==> src/rtl/avalon_packetizer_if.sv <==
// Avalon-ST streaming bus: one beat of data with framing markers and a ready back-channel.
interface avalon_st_if #(
    parameter int unsigned DATA_WIDTH_IN_BYTES = 16
);
    localparam int unsigned EMPTY_WIDTH = $clog2(DATA_WIDTH_IN_BYTES);

    logic [DATA_WIDTH_IN_BYTES*8-1:0] data;
    logic                             valid;
    logic                             sop;
    logic                             eop;
    logic [EMPTY_WIDTH-1:0]           empty;
    logic                             rdy;

    modport master (output data, output valid, output sop, output eop, output empty, input rdy);
    modport slave  (input data, input valid, input sop, input eop, input empty, output rdy);
endinterface

==> src/rtl/avalon_packetizer.sv <==
// Transmit-side Avalon-ST framer: turns a byte-length command plus a raw word stream
// into sop/eop/empty-delimited packets through a 1-deep output register.
module avalon_packetizer #(
    parameter int unsigned DATA_WIDTH_IN_BYTES = 16,
    parameter int unsigned LEN_WIDTH           = 16
) (
    input  logic                             clk,
    input  logic                             rst,
    input  logic                             len_valid,
    input  logic [LEN_WIDTH-1:0]             len,
    output logic                             len_rdy,
    input  logic                             word_valid,
    input  logic [DATA_WIDTH_IN_BYTES*8-1:0] word_data,
    output logic                             word_rdy,
    avalon_st_if.master                      packet_out,
    output logic                             zero_len_drop,
    output logic                             busy
);
    localparam int unsigned B  = DATA_WIDTH_IN_BYTES;
    localparam int unsigned DW = B * 8;
    localparam int unsigned EW = $clog2(B);
    localparam int unsigned CW = LEN_WIDTH + 1;

    typedef enum logic {
        WAIT_FOR_LEN,
        SEND_PACKET
    } state_t;

    state_t          state, state_nxt;
    logic [CW-1:0]   beats_left, beats_left_nxt;
    logic [EW-1:0]   last_empty, last_empty_nxt;
    logic            first_beat, first_beat_nxt;
    logic            zero_len_drop_nxt;

    logic [DW-1:0]   out_data, out_data_nxt;
    logic            out_valid, out_valid_nxt;
    logic            out_sop, out_sop_nxt;
    logic            out_eop, out_eop_nxt;
    logic [EW-1:0]   out_empty, out_empty_nxt;

    logic            len_fire;
    logic            word_fire;
    logic            last_word;

    // Next-state, handshakes and output-register load/drain.
    always_comb begin
        state_nxt         = state;
        beats_left_nxt    = beats_left;
        last_empty_nxt    = last_empty;
        first_beat_nxt    = first_beat;
        zero_len_drop_nxt = 1'b0;
        out_data_nxt      = out_data;
        out_valid_nxt     = out_valid;
        out_sop_nxt       = out_sop;
        out_eop_nxt       = out_eop;
        out_empty_nxt     = out_empty;

        len_rdy   = rst && (state == WAIT_FOR_LEN);
        word_rdy  = rst && (state == SEND_PACKET) && (!out_valid || packet_out.rdy);
        len_fire  = len_valid && len_rdy;
        word_fire = word_valid && word_rdy;
        last_word = (beats_left == CW'(1));

        // A beat leaving with no replacement empties the register and zeroes its fields.
        if (out_valid && packet_out.rdy) begin
            out_data_nxt  = '0;
            out_valid_nxt = 1'b0;
            out_sop_nxt   = 1'b0;
            out_eop_nxt   = 1'b0;
            out_empty_nxt = '0;
        end

        case (state)
            WAIT_FOR_LEN: begin
                if (len_fire) begin
                    if (len == '0) begin
                        zero_len_drop_nxt = 1'b1;
                    end else begin
                        // Wide sum so len near max does not wrap the beat count.
                        beats_left_nxt = (CW'(len) + CW'(B - 1)) >> EW;
                        last_empty_nxt = EW'(0) - len[EW-1:0];
                        first_beat_nxt = 1'b1;
                        state_nxt      = SEND_PACKET;
                    end
                end
            end
            SEND_PACKET: begin
                if (word_fire) begin
                    out_data_nxt   = word_data;
                    out_valid_nxt  = 1'b1;
                    out_sop_nxt    = first_beat;
                    out_eop_nxt    = last_word;
                    out_empty_nxt  = last_word ? last_empty : '0;
                    first_beat_nxt = 1'b0;
                    beats_left_nxt = beats_left - CW'(1);
                    if (last_word) begin
                        state_nxt = WAIT_FOR_LEN;
                    end
                end
            end
            default: state_nxt = WAIT_FOR_LEN;
        endcase
    end

    // State and datapath registers; async reset truncates any packet in flight.
    always_ff @(posedge clk or negedge rst) begin
        if (!rst) begin
            state         <= WAIT_FOR_LEN;
            beats_left    <= '0;
            last_empty    <= '0;
            first_beat    <= 1'b0;
            zero_len_drop <= 1'b0;
            out_data      <= '0;
            out_valid     <= 1'b0;
            out_sop       <= 1'b0;
            out_eop       <= 1'b0;
            out_empty     <= '0;
        end else begin
            state         <= state_nxt;
            beats_left    <= beats_left_nxt;
            last_empty    <= last_empty_nxt;
            first_beat    <= first_beat_nxt;
            zero_len_drop <= zero_len_drop_nxt;
            out_data      <= out_data_nxt;
            out_valid     <= out_valid_nxt;
            out_sop       <= out_sop_nxt;
            out_eop       <= out_eop_nxt;
            out_empty     <= out_empty_nxt;
        end
    end

    assign packet_out.data  = out_data;
    assign packet_out.valid = out_valid;
    assign packet_out.sop   = out_sop;
    assign packet_out.eop   = out_eop;
    assign packet_out.empty = out_empty;

    assign busy = (state == SEND_PACKET) || out_valid;
endmodule

==> src/flat_wrapper.sv <==
// flat-port wrapper written by rule: the top's interface ports become plain ports
module avalon_packetizer_flat 
#(
    parameter int unsigned DATA_WIDTH_IN_BYTES = 16,
    parameter int unsigned LEN_WIDTH           = 16
)
  (clk, rst, len_valid, len, len_rdy, word_valid, word_data, word_rdy, zero_len_drop, busy, packet_out_data, packet_out_valid, packet_out_sop, packet_out_eop, packet_out_empty, packet_out_rdy);
  avalon_st_if #(.DATA_WIDTH_IN_BYTES(DATA_WIDTH_IN_BYTES)) packet_out_i ();
  input  logic clk;
  input  logic rst;
  input  logic len_valid;
  input  logic [LEN_WIDTH-1:0] len;
  output logic len_rdy;
  input  logic word_valid;
  input  logic [DATA_WIDTH_IN_BYTES*8-1:0] word_data;
  output logic word_rdy;
  output logic zero_len_drop;
  output logic busy;
  output wire logic [$bits(packet_out_i.data)-1:0] packet_out_data;
  output wire logic [$bits(packet_out_i.valid)-1:0] packet_out_valid;
  output wire logic [$bits(packet_out_i.sop)-1:0] packet_out_sop;
  output wire logic [$bits(packet_out_i.eop)-1:0] packet_out_eop;
  output wire logic [$bits(packet_out_i.empty)-1:0] packet_out_empty;
  input wire logic [$bits(packet_out_i.rdy)-1:0] packet_out_rdy;
  assign packet_out_data = packet_out_i.data;
  assign packet_out_valid = packet_out_i.valid;
  assign packet_out_sop = packet_out_i.sop;
  assign packet_out_eop = packet_out_i.eop;
  assign packet_out_empty = packet_out_i.empty;
  assign packet_out_i.rdy = packet_out_rdy;
  avalon_packetizer #(.DATA_WIDTH_IN_BYTES(DATA_WIDTH_IN_BYTES), .LEN_WIDTH(LEN_WIDTH)) u_core (.clk(clk), .rst(rst), .len_valid(len_valid), .len(len), .len_rdy(len_rdy), .word_valid(word_valid), .word_data(word_data), .word_rdy(word_rdy), .packet_out(packet_out_i), .zero_len_drop(zero_len_drop), .busy(busy));
endmodule
==> config.mk <==
export PLATFORM = sky130hd
export DESIGN_NAME = avalon_packetizer_flat
export DESIGN_NICKNAME = d
export VERILOG_FILES = /design/src/rtl/avalon_packetizer_if.sv /design/src/rtl/avalon_packetizer.sv /design/src/flat_wrapper.sv
export SDC_FILE = /design/constraint.sdc
export NUM_CORES = 1
export LEC_CHECK = 0
export CAP_MARGIN = 20
export CORE_ASPECT_RATIO = 0.75
export CORE_UTILIZATION = 43
export DETAILED_ROUTE_END_ITERATION = 10
export GPL_TIMING_DRIVEN = 0
export PLACE_DENSITY = 0.81
export SYNTH_ARGS = -nofsm -noshare
export SYNTH_HDL_FRONTEND = slang
export SYNTH_SLANG_ARGS = --single-unit
==> constraint.sdc <==
create_clock -name clk -period 2.05 [get_ports clk]
set_input_delay 0.41 -clock clk [delete_from_list [all_inputs] [get_ports clk]]
set_output_delay 0.41 -clock clk [all_outputs]
set_load 0.005 [all_outputs]
======== Word level (Yosys, flattened, before mapping) ========
Cells that the tools add are included.
operators by class
  reductions and logical operators ........ 12
  equal/unequal tests ..................... 4
  muxes and demuxes ....................... 32
  $add $sub $neg .......................... 3
  bitwise operators ....................... 2
operators with widths
  operator                 number
  $mux W128                3
  $mux W17                 3
  $pmux W17 S2             1
  $mux W1                  19
  $add A16 B4 Y17 const B  1
  $eq A17 B1 Y1 const B    1
  $sub A17 B1 Y17 const B  1
  $logic_not A16 Y1        1
  $mux W4                  4
  $logic_and A1 B1 Y1      6
  $reduce_and A3 Y1        2
  $ne A2 B2 Y1 const B     2
  $pmux W1 S2              2
  $sub A1 B4 Y4 const A    1
  $logic_or A1 B1 Y1       2
  $ne A2 B1 Y1 const B     1
  $not A1 Y1               2
  $logic_not A1 Y1         1
word-level totals
  word-level logic and storage cells ...... 63
  output and inout port bits .............. 139
  input bits .............................. 149
  bits in registers ....................... 159

======== Logic depth before layout (Yosys ltp) ========
Gate-level depths: netlist of the first run.
  word-level depth ........................ 6
  depth in mapped cells ................... 9
  mapped depth without buffers ............ 7

======== Worst setup path after synthesis of the first run ========
No wires, ideal clock.
  path kind ............................... input port to flip-flop
  from .................................... in len[0]
  to ...................................... reg u_core.beats_left[2]
  library setup time ...................... 0.121 ns
  cell stages on the path ................. 8
  buffers on the path ..................... 2
  arrival ................................. 1.854 ns
  required time ........................... 1.929 ns
  path slack .............................. 0.075 ns
  path through ............................ inv_1 > ha_1 > nor3b_4 > a41oi_2 > or2_0 > clkbuf_2 > buf_6 > a22o_1
on the way
  word-level cells in the longest chain between the ends .. 4
  elaborated cells on any way between the ends .. 7
  those cells by class .................... add/sub: 1; eq/ne: 1; mux: 3; reduce/logical: 2
ends and longest elaborated chain
  what                    line                      text
  start: declaration      flat_wrapper.sv:12        input logic [LEN_WIDTH-1:0] len;
  $add A16 B4 Y17         avalon_packetizer.sv:80   beats_left_nxt = (CW'(len) + CW'(B - 1)) >> EW;
  $mux W17                avalon_packetizer.sv:76   if (len == '0) begin
  $mux W17                avalon_packetizer.sv:75   if (len_fire) begin
  $pmux W17 S2            avalon_packetizer.sv:73   case (state)
  end signal: assignment  avalon_packetizer.sv:120  beats_left <= beats_left_nxt;
  end: declaration        avalon_packetizer.sv:30   logic [CW-1:0] beats_left, beats_left_nxt;
Several ways; a longest one is shown, not always the timed one. The select of a mux whose other input is x is not followed.
A chain may end at the register's enable or synchronous reset.

======== Worst setup path in the final report of the first run ========
  from .................................... in len[6]
  to ...................................... reg u_core.beats_left[0]
on the way
  word-level cells in the longest chain between the ends .. 3
ends and longest elaborated chain
  what                                line
  $logic_not A16 Y1                   avalon_packetizer.sv:76
  $ne A2 B2 Y1 (no source line)       --
  $reduce_and A3 Y1 (no source line)  --
No other way between the ends.

==> results.sh, run 1 <==
export IMPL_fill_cells=1179
export IMPL_drv_slew=0
export IMPL_via_per_inst=5.227
export IMPL_fin_util=0.7114
export IMPL_synth_edff_count=0
export IMPL_gp_congestion=0.8727
export IMPL_drt_pass1_iter_count=5
export IMPL_ctsRootBufferMaster="clkbuf_16"
export IMPL_power_leakage_nw=5.166
export IMPL_gr_usage_met3=0.09631
export IMPL_ys_seq_area_frac=0.5754
export IMPL_port_buffers=287
export IMPL_stdcell_count=1298
export IMPL_p_total_mw=9.343
export IMPL_wl_per_cell_um=17.44
export IMPL_failed_checks="negative setup slack"
export IMPL_die_width_um=148.4
export IMPL_clk_pin_slew_ns=0.07
export IMPL_timing_rr_start="u_core.packet_out.valid"
export IMPL_outcome="finished, violations left"
export IMPL_ys_ff_latch=159
export IMPL_worst_pin_slew_ns=0.7791
export IMPL_setup_viol=1
export IMPL_grt_pass1_wl_um=35200
export IMPL_coreArea_um2=15470
export IMPL_grt_pass1_vias=6714
export IMPL_synthesis_instances=764
export IMPL_use_met2=0.4555
export IMPL_worstPathRequired_ns=2.32
export IMPL_avgSynthCellArea_um2=9.052
export IMPL_cp_max_fo=7
export IMPL_clockBufferDepth=2
export IMPL_routed_via_count=6784
export IMPL_ys_flop_type="dfrtp_1"
export IMPL_clk_latency_ns=0.42
export IMPL_syn2layout_area_growth_pct=59.13
export IMPL_wirelength_um=22640
export IMPL_top_usage_layer="met2"
export IMPL_setup_worst_path_start="len[6]"
export IMPL_fp_row_count=39
export IMPL_diodes=0
export IMPL_hold_viol=0
export IMPL_relSlewSlack=0.4758
export IMPL_min_period_ns=2.069
export IMPL_num_io_pins=288
export IMPL_htreeDepth=4
export IMPL_cts_buffers=17
export IMPL_final_nets=1232
export IMPL_worst_ir_drop_vdd_mv=0.5355
export IMPL_arrival_ns=2.34
export IMPL_drc=0
export IMPL_cp_start_kind="input port"
export IMPL_grt_usage=0.2761
export IMPL_fin_ws_ns=-0.01913
export IMPL_synth_cell_types=56
export IMPL_die_h_um=111.8
export IMPL_grt_max_degree=44
export IMPL_antenna_found_initial=0
export IMPL_gr_total_overflow=0
export IMPL_holdWs_ns=0.04100
export IMPL_maxCapViolCount=0
export IMPL_cts_tree="done"
export IMPL_ant_nets=0
export IMPL_crit_path_end_kind="flip-flop"
export IMPL_drive_above_1_share=0.07777
export IMPL_r2r_setup_slack_ns=0.15
export IMPL_syn_nets=916
export IMPL_yosysWarnings=0
export IMPL_met1_usage=0.3432
export IMPL_fmax_mhz=483.3
export IMPL_finalCritPeriodShare=1.009
export IMPL_synth_async_reset_ratio=1.000
export IMPL_syn_area_um2=6915
export IMPL_start_util=0.4471
export IMPL_p_per_area_nw_per_um2=849.0
export IMPL_dpl_cell_count=1257
export IMPL_criticalPathCategory="input port to flip-flop"
export IMPL_cts_sinks=159
export IMPL_fin_skew_ns=0.006443
export IMPL_drt_iter0_drc=435
export IMPL_hpwl_um=15780
export IMPL_hp_class="input port to asynchronous set/reset pin"
export IMPL_dieArea_um2=16600
==> placed cells by master (no fill, tap or decap), types with 6 or more instances in the layout <==
cell / netlist / final
a21oi_1: 10 / 10
dfrtp_1: 159 / 158
clkbuf_2: 1 / 13
xnor2_1: 8 / 8
nand3_1: 137 / 137
inv_1: 8 / 8
nor2_1: 13 / 12
nand2_1: 273 / 272
xor2_1: 6 / 6
clkdlybuf4s50_1: 0 / 280
nor3_1: 7 / 7
o21ai_0: 13 / 13
clkbuf_1: 48 / 35
clkbuf_16: 0 / 17
==> where the power goes <==
part           switching [mW]  internal [mW]
registers               0.347           3.58
logic                   0.947           1.23
clock network            1.31           1.93
==> state kept, by name, summed over array words and instances, names as in the netlist <==
signal and cells:
u_core.last_empty 4, u_core.zero_len_drop 1, u_core.first_beat 1, u_core.state 1, u_core.packet_out.empty 4, u_core.packet_out.valid 1
u_core.packet_out.eop 1, u_core.packet_out.data 128, u_core.packet_out.sop 1, u_core.beats_left 17
==> final timing paths <==
check                                         endpoint  depth (start not counted)
max                               u_core.beats_left[0]                          7
min                         u_core.packet_out.data[82]                          3
max reg2reg                 u_core.packet_out.empty[1]                          5
min reg2reg                u_core.packet_out.data[119]                          2
max in group asynchronous  u_core.packet_out.data[120]                          2
min in group clk                  u_core.last_empty[0]                          2
==> critical path: stages <==
cell,delay [ns]
clkdlybuf4s50_1,0.53
nor4_4,0.40
a41oi_4,0.19
or2_0,0.25
buf_2,0.17
o21ai_0,0.28
a31oi_1,0.10
==> per-layer routing <==
metal / routed length, um / up-vias
li1: - / 3201
met1: 9194 / 3243
met2: 10910 / 309
met3: 2129 / 31
met4: 400 / 0
met5: 0 / -
==> per-stage QoR <==
stage	TNS [ns]	setup slack, ns	cell area (um2)
3_5_place_dp	-154.95	-1.305	10080
2_1_floorplan	0	0.07528	6915
6_report	-0.01913	-0.01913	11000
3_3_place_gp	-2008.45	-6.678	10040
4_1_cts	0	0.01110	10930
5_1_grt	-0.1142	-0.08350	11000
==> cells in the mapped netlist, types with 6 or more instances <==
cell type	count	area (um2)
nand2_1	273	1025
clkbuf_1	48	180.2
o21ai_0	13	65.06
xor2_1	6	52.55
nor2_1	13	48.80
nor3_1	7	35.03
dfrtp_1	159	3979
nand3_1	137	685.7
xnor2_1	8	70.07
inv_1	8	30.03
a21oi_1	10	50.05
==> cell type report <==
| class | instances | area (um2) | share of cell area |
|---|---|---|---|
| Inverter | 8 | 30.03 | 0.002729 |
| Timing Repair Buffer | 299 | 3108 | 0.2824 |
| Buffer | 49 | 222.7 | 0.02024 |
| Clock buffer | 20 | 436.7 | 0.03968 |
| Sequential cell | 159 | 3980 | 0.3617 |
| Multi-Input combinational cell | 546 | 2809 | 0.2553 |
| Clock inverter | 12 | 161.4 | 0.01467 |
| Tap cell | 205 | 256.5 | 0.02331 |
==> timing repair <==
item                                    CTS  global route
buffers inserted                          3             2
pin swaps                                 1             4
hold endpoints to repair                 78             0
hold buffers                              4             0
resized for setup                        29            16
endpoints found under the setup margin  157            69
cloned                                    2             0
==> cells by family after synthesis <==
kind of cell	share of synthesized area
compound gates	0.05247
xor+xnor	0.01773
fa+ha+maj	0.005428
buf+inv	0.03347
flops	0.5754
mux	0.004885
simple gates	0.3107
Power figures use the tool's default switching activity.
==> inputs of run 2 (changes only) <==
Clock period 2.05 ns to 1.98 ns, I/O delays scaled along.
==> run 2 against run 1 <==
Compared with the run above: the run now ends clean; global-route usage grew 0.12 points; sequential share of layout area shrank 0.11 points; via count grew 0.19%; first-iteration DRC count grew 6.7%; critical path depth shrank 1; utilization grew 0.22 points; clock power grew 4%; die area is the same; count of clock-buffer cells in the layout is the same; cell count grew 0.31%; routed wire length grew 0.50%; final area grew 0.31%; critical path type is now flip-flop to flip-flop; largest power group unchanged; highest routed layer unchanged.
==> results.sh, run 2 (synthesis results as in run 1) <==
export IMPL_wirelength_um=22750
export IMPL_worstPathRequired_ns=2.32
export IMPL_dieArea_um2=16600
export IMPL_grt_pass1_wl_um=35380
export IMPL_crit_path_end_kind="flip-flop"
export IMPL_fmax_mhz=510.3
export IMPL_port_buffers=287
export IMPL_drc=0
export IMPL_drt_iter0_drc=464
export IMPL_gr_total_overflow=0
export IMPL_syn2layout_area_growth_pct=59.62
export IMPL_ant_nets=0
export IMPL_wl_per_cell_um=17.47
export IMPL_outcome="finished clean"
export IMPL_worst_pin_slew_ns=0.5526
export IMPL_worst_ir_drop_vdd_mv=0.5590
export IMPL_seqPwrFrac=0.420
export IMPL_die_h_um=111.8
export IMPL_num_io_pins=288
export IMPL_arrival_ns=2.30
export IMPL_hpwl_um=15780
export IMPL_ctsRootBufferMaster="clkbuf_16"
export IMPL_via_per_inst=5.220
export IMPL_largest_reg_flops=128
export IMPL_criticalPathCategory="flip-flop to flip-flop"
export IMPL_drive_above_1_share=0.08295
export IMPL_fp_row_count=39
export IMPL_htreeDepth=4
export IMPL_gp_congestion=0.8727
export IMPL_pre_cts_slack_ns=-1.361
export IMPL_cp_max_fo=7
export IMPL_drt_pass1_iter_count=6
export IMPL_grt_usage=0.2772
export IMPL_drv_slew=0
export IMPL_cp_start_kind="flip-flop"
export IMPL_place_area_um2=10080
export IMPL_grt_pass1_vias=6740
export IMPL_switchingPower_mw=2.707
export IMPL_clockBufferDepth=2
export IMPL_power_leakage_nw=5.236
export IMPL_min_period_ns=1.960
export IMPL_start_util=0.4471
export IMPL_finalCritPeriodShare=0.9897
export IMPL_comb_power_share=0.234
export IMPL_grt_max_degree=44
export IMPL_coreArea_um2=15470
export IMPL_fin_skew_ns=0.006261
export IMPL_maxCapViolCount=0
export IMPL_diodes=0
export IMPL_die_width_um=148.4
export IMPL_hold_viol=0
export IMPL_setup_viol=0
export IMPL_p_per_area_nw_per_um2=877.4
export IMPL_cts_tree="done"
export IMPL_relSlewSlack=0.6316
export IMPL_final_area_um2=11040
export IMPL_cts_sinks=159
export IMPL_routed_via_count=6797
export IMPL_pwr_share_clk=0.346
export IMPL_layout_common_cells="272 x nand2_1, 272 x clkdlybuf4s50_1, 158 x dfrtp_1"
export IMPL_antenna_found_initial=0
export IMPL_p_int_mw=6.977
export IMPL_switching_share=0.2795
export IMPL_hp_class="input port to asynchronous set/reset pin"
export IMPL_cts_buffers=17
export IMPL_final_nets=1236
export IMPL_clk_latency_ns=0.42
export IMPL_fin_ws_ns=0.02049
export IMPL_clk_pin_slew_ns=0.07
==> run 2: cell types whose count changed in the layout (fill, tap and decap cells not counted), moves of 3 or more <==
cell             previous run  this run
dlymetal6s2s_1              4         9
buf_4                       5         9
clkdlybuf4s50_1           280       272
dlygate4sd2_1               2         5
==> run 2: cell type report <==
type	instances	area, um2
plain buffers	49	231.5
clock buffers	20	436.7
clock inverters	12	161.4
fillers	1164	4431
inverters	8	30.03
multi-input cells	546	2795
flip-flops and latches	159	3980
well taps	205	256.5
repair buffers	303	3147
==> run 2: power by group through the flow <==
stage / Sequential, mW / Combinational (mW) / Clock, mW
2_1_floorplan: 4.06 / 0.764 / 0
3_3_place_gp: 4.06 / 2.12 / 0
3_5_place_dp: 4.07 / 2.16 / 0
4_1_cts: 4.05 / 2.25 / 3.39
5_1_grt: 4.12 / 2.46 / 3.55
6_report: 4.07 / 2.26 / 3.36
==> run 2: critical path, stage by stage (launching register included) <==
cell,delay (ns)
dfrtp_1,0.46
inv_1,0.11
ha_1,0.28
nor4b_4,0.27
nand3_1,0.19
or4_1,0.44
a21oi_1,0.14
==> run 2: per-stage QoR <==
stage / power (mW) / setup TNS, ns / utilization / hold slack (ns) / cells
finish: 9.684 / 0 / 0.7136 / 0.02567 / 1302
CTS: 9.688 / 0 / 0.7080 / 0.02113 / 1297
global placement: 6.183 / -2026.34 / 0.6494 / 0.4773 / 1256
detailed placement: 6.232 / -163.89 / 0.6515 / 0.4139 / 1257
global route: 10.14 / -0.08162 / 0.7136 / 0.03030 / 1302
floorplan: 4.826 / 0 / - / 0.1004 / 764
==> run 2: metal layers <==
metal  wire length, um  up-vias  global-route usage
met3              2167       35             0.09631
met2             10930      312              0.4564
met5                 0        -                   0
met1              9200     3237              0.3448
met4               453        0             0.07766
li1                  -     3213                   -
==> run 2: timing repair <==
action | CTS | global route
setup buffers | 4 | 5
gates cloned | 2 | 0
hold buffers | 4 | 0
setup endpoints to repair | 157 | 44
hold endpoints to repair | 78 | 0
pin swaps | 2 | 5
gates resized for setup | 37 | 20
==> run 2: final timing paths <==
path,start,to,slack (ns),cells after the start
max,u_core.beats_left[0],u_core.beats_left[16],0.02,6
max in group asynchronous,rst,u_core.packet_out.data[120],1.70,2
min reg2reg,u_core.packet_out.data[124],u_core.packet_out.data[124],0.49,2
max reg2reg,u_core.beats_left[0],u_core.beats_left[16],0.02,6
min in group clk,len[0],u_core.last_empty[0],0.48,2
min,rst,u_core.packet_out.data[82],0.03,3
